[src/rtl/sb_rx_clk_det_pkg.sv]
// Shared types and default constants for the sideband RX clock detector.
package sb_rx_clk_det_pkg;

  typedef enum logic [1:0] {
    ST_IDLE    = 2'd0,
    ST_ACQUIRE = 2'd1,
    ST_LOCKED  = 2'd2,
    ST_LOST    = 2'd3
  } det_state_e;

  localparam int EXP_HALF_DEF = 4;
  localparam int TOL_DEF      = 1;
  localparam int LOCK_CNT_DEF = 16;
  localparam int MISS_MAX_DEF = 2;
  localparam int TIMEOUT_DEF  = 32;
  localparam int CNT_W_DEF    = 6;

  // Inclusive window check written without subtraction so it never goes negative.
  function automatic logic within_tol(input int meas, input int center, input int tol);
    return ((meas + tol) >= center) && (meas <= (center + tol));
  endfunction

endpackage

[src/rtl/sb_bit_synchronizer.sv]
// Two-flop synchronizer for a single asynchronous level; resets to 0.
module sb_bit_synchronizer (
  input  logic clk,
  input  logic rst_n,
  input  logic d,
  output logic q
);

  logic meta;

  always_ff @(posedge clk or negedge rst_n) begin
    if (!rst_n) begin
      meta <= 1'b0;
      q    <= 1'b0;
    end else begin
      // NOTE: non-blocking assignments so q takes the pre-edge value of meta (a true 2-stage chain).
      meta <= d;
      q    <= meta;
    end
  end

endmodule

[src/rtl/sb_rx_clk_detector.sv]
// Measures half-periods of the forwarded sideband clock in PLL cycles and
// qualifies lock / loss for the sideband RX path.
module sb_rx_clk_detector
  import sb_rx_clk_det_pkg::*;
#(
  parameter int EXP_HALF = EXP_HALF_DEF,
  parameter int TOL      = TOL_DEF,
  parameter int LOCK_CNT = LOCK_CNT_DEF,
  parameter int MISS_MAX = MISS_MAX_DEF,
  parameter int TIMEOUT  = TIMEOUT_DEF,
  parameter int CNT_W    = CNT_W_DEF
) (
  input  logic             i_pll_clk,
  input  logic             i_rst_n,
  input  logic             i_sb_rx_clk,
  input  logic             i_enable,
  output logic             o_clk_locked,
  output logic             o_clk_lost,
  output logic             o_period_err,
  output logic [CNT_W-1:0] o_half_period
);

  localparam int GOOD_W = $clog2(LOCK_CNT + 1);
  localparam int BAD_W  = $clog2(MISS_MAX + 1);

  localparam logic [CNT_W-1:0]  CNT_MAX   = '1;
  localparam logic [CNT_W-1:0]  TO_LAST   = CNT_W'(TIMEOUT - 1);
  localparam logic [GOOD_W-1:0] LOCK_LAST = GOOD_W'(LOCK_CNT - 1);
  localparam logic [BAD_W-1:0]  BAD_LAST  = BAD_W'(MISS_MAX - 1);

  det_state_e        state_q, state_nxt;
  logic [CNT_W-1:0]  cnt_q, cnt_nxt;
  logic [GOOD_W-1:0] good_q, good_nxt;
  logic [BAD_W-1:0]  bad_q, bad_nxt;
  logic              first_q, first_nxt;
  logic              locked_nxt, lost_nxt, err_nxt;
  logic [CNT_W-1:0]  half_nxt;

  logic sync_q, prev_q, strobe;
  logic [CNT_W-1:0] meas;
  logic meas_sat, meas_good, timeout;

  sb_bit_synchronizer u_sync (
    .clk   (i_pll_clk),
    .rst_n (i_rst_n),
    .d     (i_sb_rx_clk),
    .q     (sync_q)
  );

  always_ff @(posedge i_pll_clk or negedge i_rst_n) begin
    if (!i_rst_n) prev_q <= 1'b0;
    else          prev_q <= sync_q;
  end

  // Both edges of the received clock count, so a half-period is edge-to-edge.
  assign strobe    = sync_q ^ prev_q;
  assign meas_sat  = (cnt_q == CNT_MAX);
  assign meas      = meas_sat ? CNT_MAX : cnt_q + 1'b1;
  assign meas_good = !meas_sat && within_tol(32'(meas), EXP_HALF, TOL);
  assign timeout   = (cnt_q >= TO_LAST);

  always_comb begin
    // NOTE: every output of this block is given a default first; a path that left one unassigned would infer a latch.
    state_nxt  = state_q;
    cnt_nxt    = meas_sat ? cnt_q : cnt_q + 1'b1;
    good_nxt   = good_q;
    bad_nxt    = bad_q;
    first_nxt  = first_q;
    locked_nxt = o_clk_locked;
    lost_nxt   = o_clk_lost;
    err_nxt    = 1'b0;
    half_nxt   = o_half_period;

    if (!i_enable) begin
      // Enable drop overrides every other event; loss indication survives it.
      state_nxt  = ST_IDLE;
      cnt_nxt    = '0;
      good_nxt   = '0;
      bad_nxt    = '0;
      first_nxt  = 1'b0;
      locked_nxt = 1'b0;
    end else begin
      if (strobe) cnt_nxt = '0;

      case (state_q)
        ST_IDLE: begin
          state_nxt = ST_ACQUIRE;
          cnt_nxt   = '0;
          good_nxt  = '0;
          bad_nxt   = '0;
          first_nxt = 1'b1;
          lost_nxt  = 1'b0;
        end

        ST_ACQUIRE: begin
          if (strobe) begin
            if (first_q) begin
              first_nxt = 1'b0;
            end else begin
              half_nxt = meas;
              if (meas_good) begin
                if (good_q == LOCK_LAST) begin
                  state_nxt  = ST_LOCKED;
                  locked_nxt = 1'b1;
                  lost_nxt   = 1'b0;
                  good_nxt   = '0;
                  bad_nxt    = '0;
                end else begin
                  good_nxt = good_q + 1'b1;
                end
              end else begin
                good_nxt = '0;
                err_nxt  = 1'b1;
              end
            end
          end else if (timeout) begin
            state_nxt  = ST_LOST;
            lost_nxt   = 1'b1;
            locked_nxt = 1'b0;
            good_nxt   = '0;
          end
        end

        ST_LOCKED: begin
          if (strobe) begin
            half_nxt = meas;
            if (meas_good) begin
              bad_nxt = '0;
            end else begin
              err_nxt = 1'b1;
              if (bad_q == BAD_LAST) begin
                state_nxt  = ST_ACQUIRE;
                locked_nxt = 1'b0;
                good_nxt   = '0;
                bad_nxt    = '0;
                first_nxt  = 1'b0;
              end else begin
                bad_nxt = bad_q + 1'b1;
              end
            end
          end else if (timeout) begin
            state_nxt  = ST_LOST;
            lost_nxt   = 1'b1;
            locked_nxt = 1'b0;
            bad_nxt    = '0;
          end
        end

        ST_LOST: begin
          // The returning edge only opens a new measurement window.
          if (strobe) begin
            state_nxt = ST_ACQUIRE;
            first_nxt = 1'b0;
            good_nxt  = '0;
            bad_nxt   = '0;
          end
        end

        default: state_nxt = ST_IDLE;
      endcase
    end
  end

  always_ff @(posedge i_pll_clk or negedge i_rst_n) begin
    if (!i_rst_n) begin
      state_q       <= ST_IDLE;
      cnt_q         <= '0;
      good_q        <= '0;
      bad_q         <= '0;
      first_q       <= 1'b0;
      o_clk_locked  <= 1'b0;
      o_clk_lost    <= 1'b0;
      o_period_err  <= 1'b0;
      o_half_period <= '0;
    end else begin
      state_q       <= state_nxt;
      cnt_q         <= cnt_nxt;
      good_q        <= good_nxt;
      bad_q         <= bad_nxt;
      first_q       <= first_nxt;
      o_clk_locked  <= locked_nxt;
      o_clk_lost    <= lost_nxt;
      o_period_err  <= err_nxt;
      o_half_period <= half_nxt;
    end
  end

endmodule

[config.mk]
export PLATFORM = sky130hd
export DESIGN_NAME = sb_rx_clk_detector
export DESIGN_NICKNAME = d
export VERILOG_FILES = /design/src/rtl/sb_rx_clk_det_pkg.sv /design/src/rtl/sb_bit_synchronizer.sv /design/src/rtl/sb_rx_clk_detector.sv
export SDC_FILE = /design/constraint.sdc
export NUM_CORES = 1
export LEC_CHECK = 0
export CELL_PAD_IN_SITES_DETAIL_PLACEMENT = 0
export CELL_PAD_IN_SITES_GLOBAL_PLACEMENT = 1
export CORE_MARGIN = 2
export CORE_UTILIZATION = 51
export CTS_BUF_LIST = sky130_fd_sc_hd__clkbuf_4 sky130_fd_sc_hd__clkbuf_8
export CTS_CLUSTER_DIAMETER = 60
export CTS_CLUSTER_SIZE = 24
export DETAILED_ROUTE_END_ITERATION = 8
export HOLD_SLACK_MARGIN = 0.1
export PLACE_DENSITY = 0.94
export SLEW_MARGIN = 15
export SYNTH_ARGS = -nofsm -noshare
export SYNTH_HDL_FRONTEND = slang
export SYNTH_HIERARCHICAL = 1
export SYNTH_SLANG_ARGS = --single-unit
[constraint.sdc]
create_clock -name i_pll_clk -period 3.65 [get_ports i_pll_clk]
set_clock_uncertainty 0.05 [all_clocks]
set_input_delay 0.365 -clock i_pll_clk [delete_from_list [all_inputs] [get_ports i_pll_clk]]
set_output_delay 0.365 -clock i_pll_clk [all_outputs]
set_load 0.01 [all_outputs]
==> results of run 1 <==
-- worst max path at each step --
stage                   endpoint  slack (ns)  depth (start not counted)
finish              o_clk_locked        1.17                          7
global route        o_clk_locked        0.91                          7
CTS                 o_clk_locked        1.19                          7
detailed placement     good_q[3]        1.13                          6
global placement       good_q[3]        1.27                          6
floorplan           o_clk_locked        1.51                          7
-- routing by layer --
| metal | routed length, µm | share of wire [%] | GRT usage, % |
|---|---|---|---|
| met5 | 0 | 0 | 0 |
| met4 | 80 | 2.1 | 7.71 |
| met3 | 133 | 3.4 | 3.13 |
| met2 | 1890 | 49 | 32.4 |
| met1 | 1790 | 46 | 28.6 |
-- report_power, final --
group	switching (W)	leakage, nW	internal [W]
combinational	0.000200	0.408	0.000157
sequential	0.0000359	0.375	0.000345
clock	0.000101	0.0279	0.000111
total	0.000337	0.811	0.000613
-- cells in the final DEF (no fill, tap or decap), types with 7 or more instances in the layout --
cell,instances
sky130_fd_sc_hd__dfrtp_1,28
sky130_fd_sc_hd__ha_1,7
sky130_fd_sc_hd__o21ai_0,15
sky130_fd_sc_hd__nor3_1,8
sky130_fd_sc_hd__inv_1,12
sky130_fd_sc_hd__a21oi_1,9
sky130_fd_sc_hd__nor2_1,19
sky130_fd_sc_hd__nand2_1,19
sky130_fd_sc_hd__clkdlybuf4s50_1,12
sky130_fd_sc_hd__nand3_1,8
-- metrics by stage --
stage,total power (W),utilization (%),cell area (µm²),hold WS [ns],instances
6_report,0.000950,58.5,2000,0.314,253
2_1_floorplan,0.000636,-,1870,0.0194,202
4_1_cts,0.000952,58.5,2000,0.323,253
5_1_grt,0.00101,58.5,2000,0.327,253
3_3_place_gp,0.000735,57.0,1950,0.289,249
3_5_place_dp,0.000738,57.0,1950,0.287,249
-- critical path, cell delays in order, from the launching register on --
cell	delay [ns]
sky130_fd_sc_hd__dfrtp_1	0.45
sky130_fd_sc_hd__ha_1	0.42
sky130_fd_sc_hd__nand3_1	0.22
sky130_fd_sc_hd__nor3_4	0.27
sky130_fd_sc_hd__nor3_1	0.12
sky130_fd_sc_hd__nor3_1	0.38
sky130_fd_sc_hd__o21ai_0	0.22
sky130_fd_sc_hd__a31o_2	0.27
-- cells by family (layout without fill, tap and decap cells) --
family	count (synthesis)	in the layout
mux	3	3
xor+xnor	5	5
simple gates	78	78
flops	28	28
fa+ha+maj	7	7
compound gates	57	57
buf+inv	24	29
-- registers in the layout, indices dropped and copies added (netlist names) --
register,cells
o_half_period,6
u_sync/meta,1
bad_q,2
prev_q,1
o_clk_lost,1
cnt_q,6
o_period_err,1
o_clk_locked,1
state_q,2
u_sync/q,1
good_q,5
first_q,1
-- final cells by class --
cell class                      instances  area, µm²  share of cell area, %
Inverter                               12       45.0                   2.25
Timing Repair Buffer                   13        128                   6.39
Tap cell                               46       57.6                   2.88
Sequential cell                        28        701                   35.1
Multi-Input combinational cell        150       1010                   50.8
Clock inverter                          1       30.0                   1.50
Clock buffer                            3       22.5                   1.13
==> metrics.txt, run 1 <==
# TYPE chip_impl_metric gauge
chip_impl_info{name="outcome",value="complete, no violations"} 1
chip_impl_info{name="clockRootBuffer",value="sky130_fd_sc_hd__clkbuf_4"} 1
chip_impl_metric{name="design.die.area",unit="µm²"} 4170
chip_impl_metric{name="setup_viol",unit=""} 0
chip_impl_metric{name="avgRoutedWirePerCell",unit="µm"} 15.4
chip_impl_metric{name="fp.coreArea",unit="µm²"} 3420
chip_impl_metric{name="timing.final.ws_setup",unit="ns"} 1.17
chip_impl_metric{name="row_count",unit=""} 21
chip_impl_metric{name="post-route-period-util",unit="%"} 67.9
chip_impl_metric{name="syn-cell-area",unit="µm²"} 1870
chip_impl_metric{name="post-cts-setup-buffers",unit=""} 0
chip_impl_metric{name="globalRouteOverflowTotal",unit=""} 0
chip_impl_metric{name="starting_utilization_of_the_core_area",unit="%"} 54.7
chip_impl_metric{name="post_cts_hold_buffer_count",unit=""} 0
chip_impl_metric{name="cts_made_buffers",unit=""} 3
chip_impl_metric{name="grt_antenna_before_repair",unit=""} 0
chip_impl_metric{name="grt_util_all_layers",unit="%"} 20.6
chip_impl_metric{name="max_freq",unit="MHz"} 404
chip_impl_metric{name="place.port_buffers",unit=""} 12
chip_impl_info{name="synth_area_leaders",value="sky130_fd_sc_hd__dfrtp_1 (37%), sky130_fd_sc_hd__ha_1 (4.7%), sky130_fd_sc_hd__o21ai_0 (4.0%), sky130_fd_sc_hd__nand2_1 (3.8%), sky130_fd_sc_hd__nor2_1 (3.8%)"} 1
chip_impl_metric{name="vias_per_cell",unit=""} 6.03
chip_impl_metric{name="final-hold-violation-count",unit=""} 0
chip_impl_metric{name="grt_first_pass_wirelength",unit="µm"} 6760
chip_impl_metric{name="max_cap_viol_count",unit=""} 0
chip_impl_metric{name="timing_worst_slew_pin_value",unit="ns"} 0.883
chip_impl_metric{name="totalNegativeSetupSlack",unit="ns"} 0
chip_impl_metric{name="post_cts.resized_instances",unit=""} 0
chip_impl_metric{name="reg2reg_setup_slack",unit="ns"} 1.17
chip_impl_metric{name="number_of_filler_cells_placed_in_the_layout",unit=""} 323
chip_impl_metric{name="drv_slew",unit=""} 0
chip_impl_metric{name="post_synth_inst_count",unit=""} 202
chip_impl_info{name="hold_path.class",value="input port to async pin"} 1
chip_impl_info{name="worstSetupStartpoint",value="cnt_q[0]"} 1
chip_impl_metric{name="first_global_vias",unit=""} 1441
chip_impl_metric{name="clock_latency",unit="ns"} 0.35
chip_impl_metric{name="io_pins",unit=""} 13
chip_impl_metric{name="ir_worst_vdd",unit="mV"} 0.265
chip_impl_info{name="top_reg_cell_synth",value="sky130_fd_sc_hd__dfrtp_1"} 1
chip_impl_metric{name="finalNetCount",unit=""} 219
chip_impl_metric{name="share_of_yosys_cell_area_claimed_by_the_top_area_cell_type",unit="%"} 37.5
chip_impl_metric{name="route.antenna.remaining_nets",unit=""} 0
chip_impl_metric{name="post_synth.cell_area_avg",unit="µm²"} 9.25
chip_impl_metric{name="sequential_fraction_of_the_synthesis_area",unit="%"} 37.5
chip_impl_metric{name="ys_async_sr_fraction",unit="%"} 100
chip_impl_metric{name="yosys.area_share.xor_xnor",unit="%"} 2.74
chip_impl_metric{name="detail_route.iter0.violations",unit=""} 77
chip_impl_metric{name="drive_above_1_share",unit="%"} 10.6
chip_impl_info{name="unrepaired_setup_endpoints_after_global_routing",value="false"} 1
chip_impl_metric{name="synth-compound-area-share",unit="%"} 22.8
chip_impl_metric{name="placement.setup.worst_slack",unit="ns"} 1.13
chip_impl_metric{name="yosysWarnings",unit=""} 6
chip_impl_metric{name="worst-path-max-fanout",unit=""} 10
chip_impl_metric{name="post_synth_and_or_nand_nor_area_fraction",unit="%"} 22.2
chip_impl_metric{name="slew_headroom",unit="%"} 40.7
chip_impl_info{name="r2r-end",value="o_clk_locked"} 1
chip_impl_info{name="post-synth-top-area-cell",value="sky130_fd_sc_hd__dfrtp_1"} 1
chip_impl_metric{name="postSynthNetCount",unit=""} 213
chip_impl_metric{name="timing.reg2reg.worst_path_depth",unit=""} 7
chip_impl_metric{name="antenna-diode-count",unit=""} 0
chip_impl_metric{name="fp.dieW",unit="µm"} 64.5
chip_impl_info{name="netlist_top_cells_count",value="sky130_fd_sc_hd__dfrtp_1 (28), sky130_fd_sc_hd__nand2_1 (19), sky130_fd_sc_hd__nor2_1 (19), sky130_fd_sc_hd__o21ai_0 (15), sky130_fd_sc_hd__inv_1 (12)"} 1
chip_impl_metric{name="htree_num_levels",unit=""} 1
chip_impl_metric{name="detailed_place_hpwl",unit="µm"} 2870
chip_impl_info{name="reg2reg_from",value="cnt_q[0]"} 1
chip_impl_metric{name="largest_net_degree_at_the_start_of_global_routing",unit=""} 29
chip_impl_metric{name="synth_fa_ha_area_share",unit="%"} 4.69
chip_impl_metric{name="worst_setup_hold_path_clk_slew",unit="ns"} 0.17
chip_impl_metric{name="power-per-cell-area",unit="nW/µm²"} 475
chip_impl_metric{name="clkSinkCount",unit=""} 28
chip_impl_metric{name="place_congestion",unit=""} 0.861
chip_impl_metric{name="ctsLongestPathBuffers",unit=""} 2
chip_impl_info{name="setup.worst_path.class",value="flop to flop"} 1
chip_impl_metric{name="finalWirelength",unit="µm"} 3900
chip_impl_info{name="critical_path.endpoint_type",value="flop"} 1
chip_impl_metric{name="finalWorstPathRequiredPeriod",unit="ns"} 2.48
chip_impl_info{name="critical_path_startpoint_category",value="flop"} 1
chip_impl_metric{name="count_of_flip_flops_with_a_built_in_enable_after_synthesis",unit=""} 0
chip_impl_metric{name="critical_path_arrival",unit="ns"} 2.69
chip_impl_info{name="tritoncts",value="yes"} 1
chip_impl_info{name="synth_top_family_by_area",value="compound AO/OA/AOI/OAI gates"} 1
chip_impl_metric{name="num_vias",unit=""} 1525
chip_impl_metric{name="drc",unit=""} 0
chip_impl_metric{name="cp_data_required_time",unit="ns"} 3.87
chip_impl_metric{name="p_leak",unit="nW"} 0.811
chip_impl_metric{name="yosys-mux-area-fraction",unit="%"} 1.87
chip_impl_metric{name="synth_seq_cells",unit=""} 28
chip_impl_metric{name="detail_route.first_pass.iterations",unit=""} 4
chip_impl_metric{name="layout-area-overhead-vs-synth",unit="%"} 6.89
chip_impl_metric{name="chipHeight",unit="µm"} 64.5
chip_impl_metric{name="yosys.cell_types.count",unit=""} 62
chip_impl_info{name="yosys.cell_count.top_type",value="sky130_fd_sc_hd__dfrtp_1"} 1
(Power assumes the default switching activity.)
==> inputs of run 2 (changes only) <==
Settings changed: CORE_UTILIZATION 51 to 47, PLACE_DENSITY 0.94 to 0.88.
Clock period 3.65 ns to 2.4 ns, I/O delays scaled along.
==> run 2 against run 1 <==
Net effect: non-clock buffer count rose by 10; maximum frequency rose by 10%; design area rose by 4.0%; global-route usage rose by 0.31 points; first-iteration DRC count rose by 130%; sequential power rose by 53%; sequential cell count did not move; die area rose by 8.0%; register-to-register slack got worse by 1.0 ns; wire length rose by 4.4%; final cell count rose by 4.3%; sequential share of layout area fell by 1.3 points.
==> metrics.txt, run 2 (same netlist as run 1, synthesis figures left out) <==
# TYPE chip_impl_metric gauge
chip_impl_metric{name="place.port_buffers",unit=""} 12
chip_impl_metric{name="cp_data_required_time",unit="ns"} 2.55
chip_impl_info{name="mostFrequentLayoutCell",value="sky130_fd_sc_hd__dfrtp_1"} 1
chip_impl_metric{name="slew_headroom",unit="%"} 70.9
chip_impl_metric{name="row_count",unit=""} 22
chip_impl_metric{name="route.antenna.remaining_nets",unit=""} 0
chip_impl_metric{name="grt_antenna_before_repair",unit=""} 0
chip_impl_info{name="critical_path.endpoint_type",value="flop"} 1
chip_impl_info{name="setup.worst_path.class",value="flop to flop"} 1
chip_impl_metric{name="grt_first_pass_wirelength",unit="µm"} 7110
chip_impl_metric{name="worst-path-max-fanout",unit=""} 8
chip_impl_metric{name="p_leak",unit="nW"} 0.849
chip_impl_info{name="outcome",value="complete, no violations"} 1
chip_impl_metric{name="num_vias",unit=""} 1571
chip_impl_metric{name="antenna-diode-count",unit=""} 0
chip_impl_metric{name="timing_worst_slew_pin_value",unit="ns"} 0.435
chip_impl_metric{name="clkSinkCount",unit=""} 28
chip_impl_info{name="cp_max_stage_cell",value="sky130_fd_sc_hd__or4_1"} 1
chip_impl_metric{name="design.die.area",unit="µm²"} 4500
chip_impl_metric{name="critical_path_arrival",unit="ns"} 2.39
chip_impl_metric{name="post_cts_hold_buffer_count",unit=""} 0
chip_impl_info{name="layout_top_registers",value="cnt_q (6), o_half_period (6), good_q (5)"} 1
chip_impl_metric{name="vias_per_cell",unit=""} 5.95
chip_impl_metric{name="multiInputGateArea",unit="µm²"} 1030
chip_impl_metric{name="final-hold-violation-count",unit=""} 0
chip_impl_metric{name="starting_utilization_of_the_core_area",unit="%"} 49.9
chip_impl_info{name="critical_path_startpoint_category",value="flop"} 1
chip_impl_metric{name="io_pins",unit=""} 13
chip_impl_metric{name="drive_above_1_share",unit="%"} 15.3
chip_impl_metric{name="worst_setup_hold_path_clk_slew",unit="ns"} 0.10
chip_impl_metric{name="worst_path_largest_cell_delay",unit="ns"} 0.53
chip_impl_metric{name="avgRoutedWirePerCell",unit="µm"} 15.4
chip_impl_metric{name="placedCellCount",unit=""} 261
chip_impl_metric{name="clock_latency",unit="ns"} 0.28
chip_impl_metric{name="htree_num_levels",unit=""} 1
chip_impl_metric{name="number_of_filler_cells_placed_in_the_layout",unit=""} 362
chip_impl_metric{name="max_cap_viol_count",unit=""} 0
chip_impl_metric{name="sequential_cell_area",unit="µm²"} 702
chip_impl_metric{name="first_global_vias",unit=""} 1546
chip_impl_metric{name="fp.dieW",unit="µm"} 67.1
chip_impl_info{name="unrepaired_setup_endpoints_after_global_routing",value="false"} 1
chip_impl_metric{name="post-route-period-util",unit="%"} 93.5
chip_impl_metric{name="chipHeight",unit="µm"} 67.1
chip_impl_metric{name="totalNegativeSetupSlack",unit="ns"} 0
chip_impl_info{name="clockRootBuffer",value="sky130_fd_sc_hd__clkbuf_8"} 1
chip_impl_metric{name="finalWorstPathRequiredPeriod",unit="ns"} 2.24
chip_impl_metric{name="worst-path-buf-inv",unit=""} 0
chip_impl_metric{name="finalNetCount",unit=""} 229
chip_impl_info{name="hold_path.class",value="input port to async pin"} 1
chip_impl_info{name="layout.cells.most_common_list",value="sky130_fd_sc_hd__dfrtp_1 (27), sky130_fd_sc_hd__nor2_1 (19), sky130_fd_sc_hd__nand2_1 (19), sky130_fd_sc_hd__o21ai_0 (15)"} 1
chip_impl_info{name="tritoncts",value="yes"} 1
chip_impl_info{name="cells_along_the_critical_path",value="ha_4 > or2b_2 > nand3_2 > o22ai_2 > o32ai_4 > or4_1 > o21ai_1"} 1
chip_impl_metric{name="layout-area-overhead-vs-synth",unit="%"} 11.2
chip_impl_metric{name="setup_viol",unit=""} 0
chip_impl_metric{name="grt_util_all_layers",unit="%"} 20.9
chip_impl_metric{name="cts_made_buffers",unit=""} 3
chip_impl_metric{name="max_freq",unit="MHz"} 446
chip_impl_metric{name="drv_slew",unit=""} 0
chip_impl_metric{name="layout.cells.non_filler",unit=""} 264
chip_impl_metric{name="finalWirelength",unit="µm"} 4070
chip_impl_metric{name="detail_route.first_pass.iterations",unit=""} 4
chip_impl_metric{name="largest_net_degree_at_the_start_of_global_routing",unit=""} 29
chip_impl_metric{name="ctsLongestPathBuffers",unit=""} 2
chip_impl_metric{name="fp.coreArea",unit="µm²"} 3740
chip_impl_metric{name="drc",unit=""} 0
chip_impl_metric{name="detail_route.iter0.violations",unit=""} 175
chip_impl_metric{name="ir_worst_vdd",unit="mV"} 0.350
chip_impl_metric{name="detailed_place_hpwl",unit="µm"} 3040
chip_impl_metric{name="power-per-cell-area",unit="nW/µm²"} 688
chip_impl_metric{name="globalRouteOverflowTotal",unit=""} 0
chip_impl_metric{name="place_congestion",unit=""} 0.871
chip_impl_info{name="kind_of_cell_adding_the_most_delay_to_the_critical_path",value="simple AND/OR/NAND/NOR gates"} 1
==> run 2: final timing paths <==
| check | from | end | slack (ns) | cells past startpoint |
|---|---|---|---|---|
| max | cnt_q[0] | good_q[3] | 0.16 | 7 |
| min | i_rst_n | o_period_err | 0.28 | 2 |
| max reg2reg | cnt_q[0] | good_q[3] | 0.16 | 7 |
| min reg2reg | u_sync/meta | u_sync/q | 0.31 | 0 |
| max in group asynchronous | i_rst_n | cnt_q[0] | 1.74 | 2 |
| min in group i_pll_clk | u_sync/meta | u_sync/q | 0.31 | 0 |
==> run 2: report_power, final <==
part	switching (W)	internal, W	leakage, nW
clock network	0.000146	0.000113	0.0216
registers	0.0000576	0.000526	0.373
logic	0.000317	0.000270	0.454
total	0.000521	0.000909	0.849
==> run 2: area by class of cell <==
| class | instances | share of cell area (%) |
|---|---|---|
| clock buffer | 3 | 1.99 |
| tap | 48 | 2.89 |
| inverter | 12 | 2.17 |
| sequential | 28 | 33.8 |
| timing repair buffer | 23 | 9.75 |
| multi-input combinational | 150 | 49.4 |
==> run 2: routing by layer <==
metal  GRT usage (%)  vias to the layer above  part of all wire (%)  wire, µm
met5               0                        -                     0         0
met4            8.16                        0                   1.6        65
met3            4.05                        7                   5.6       226
met2            34.8                       48                    49      1980
met1            26.4                      761                    44      1790
li1                -                      755                     -         -
==> run 2: timing repair <==
item	4_1_cts	5_1_grt
setup buffers	0	0
cloned	0	0
endpoints found under the hold margin	0	0
setup endpoints to repair	1	4
gates resized for setup	1	3
==> run 2: stage by stage <==
stage | power, W | setup slack [ns] | hold WS, ns | util, % | area (µm²)
finish | 0.00143 | 0.157 | 0.278 | 55.5 | 2080
global route | 0.00154 | 0.000833 | 0.299 | 55.5 | 2080
CTS | 0.00142 | 0.100 | 0.294 | 55.2 | 2070
detailed placement | 0.00116 | 0.0278 | 0.292 | 54.0 | 2020
global placement | 0.00115 | 0.146 | 0.286 | 54.0 | 2020
floorplan | 0.000967 | 0.256 | -0.106 | - | 1870
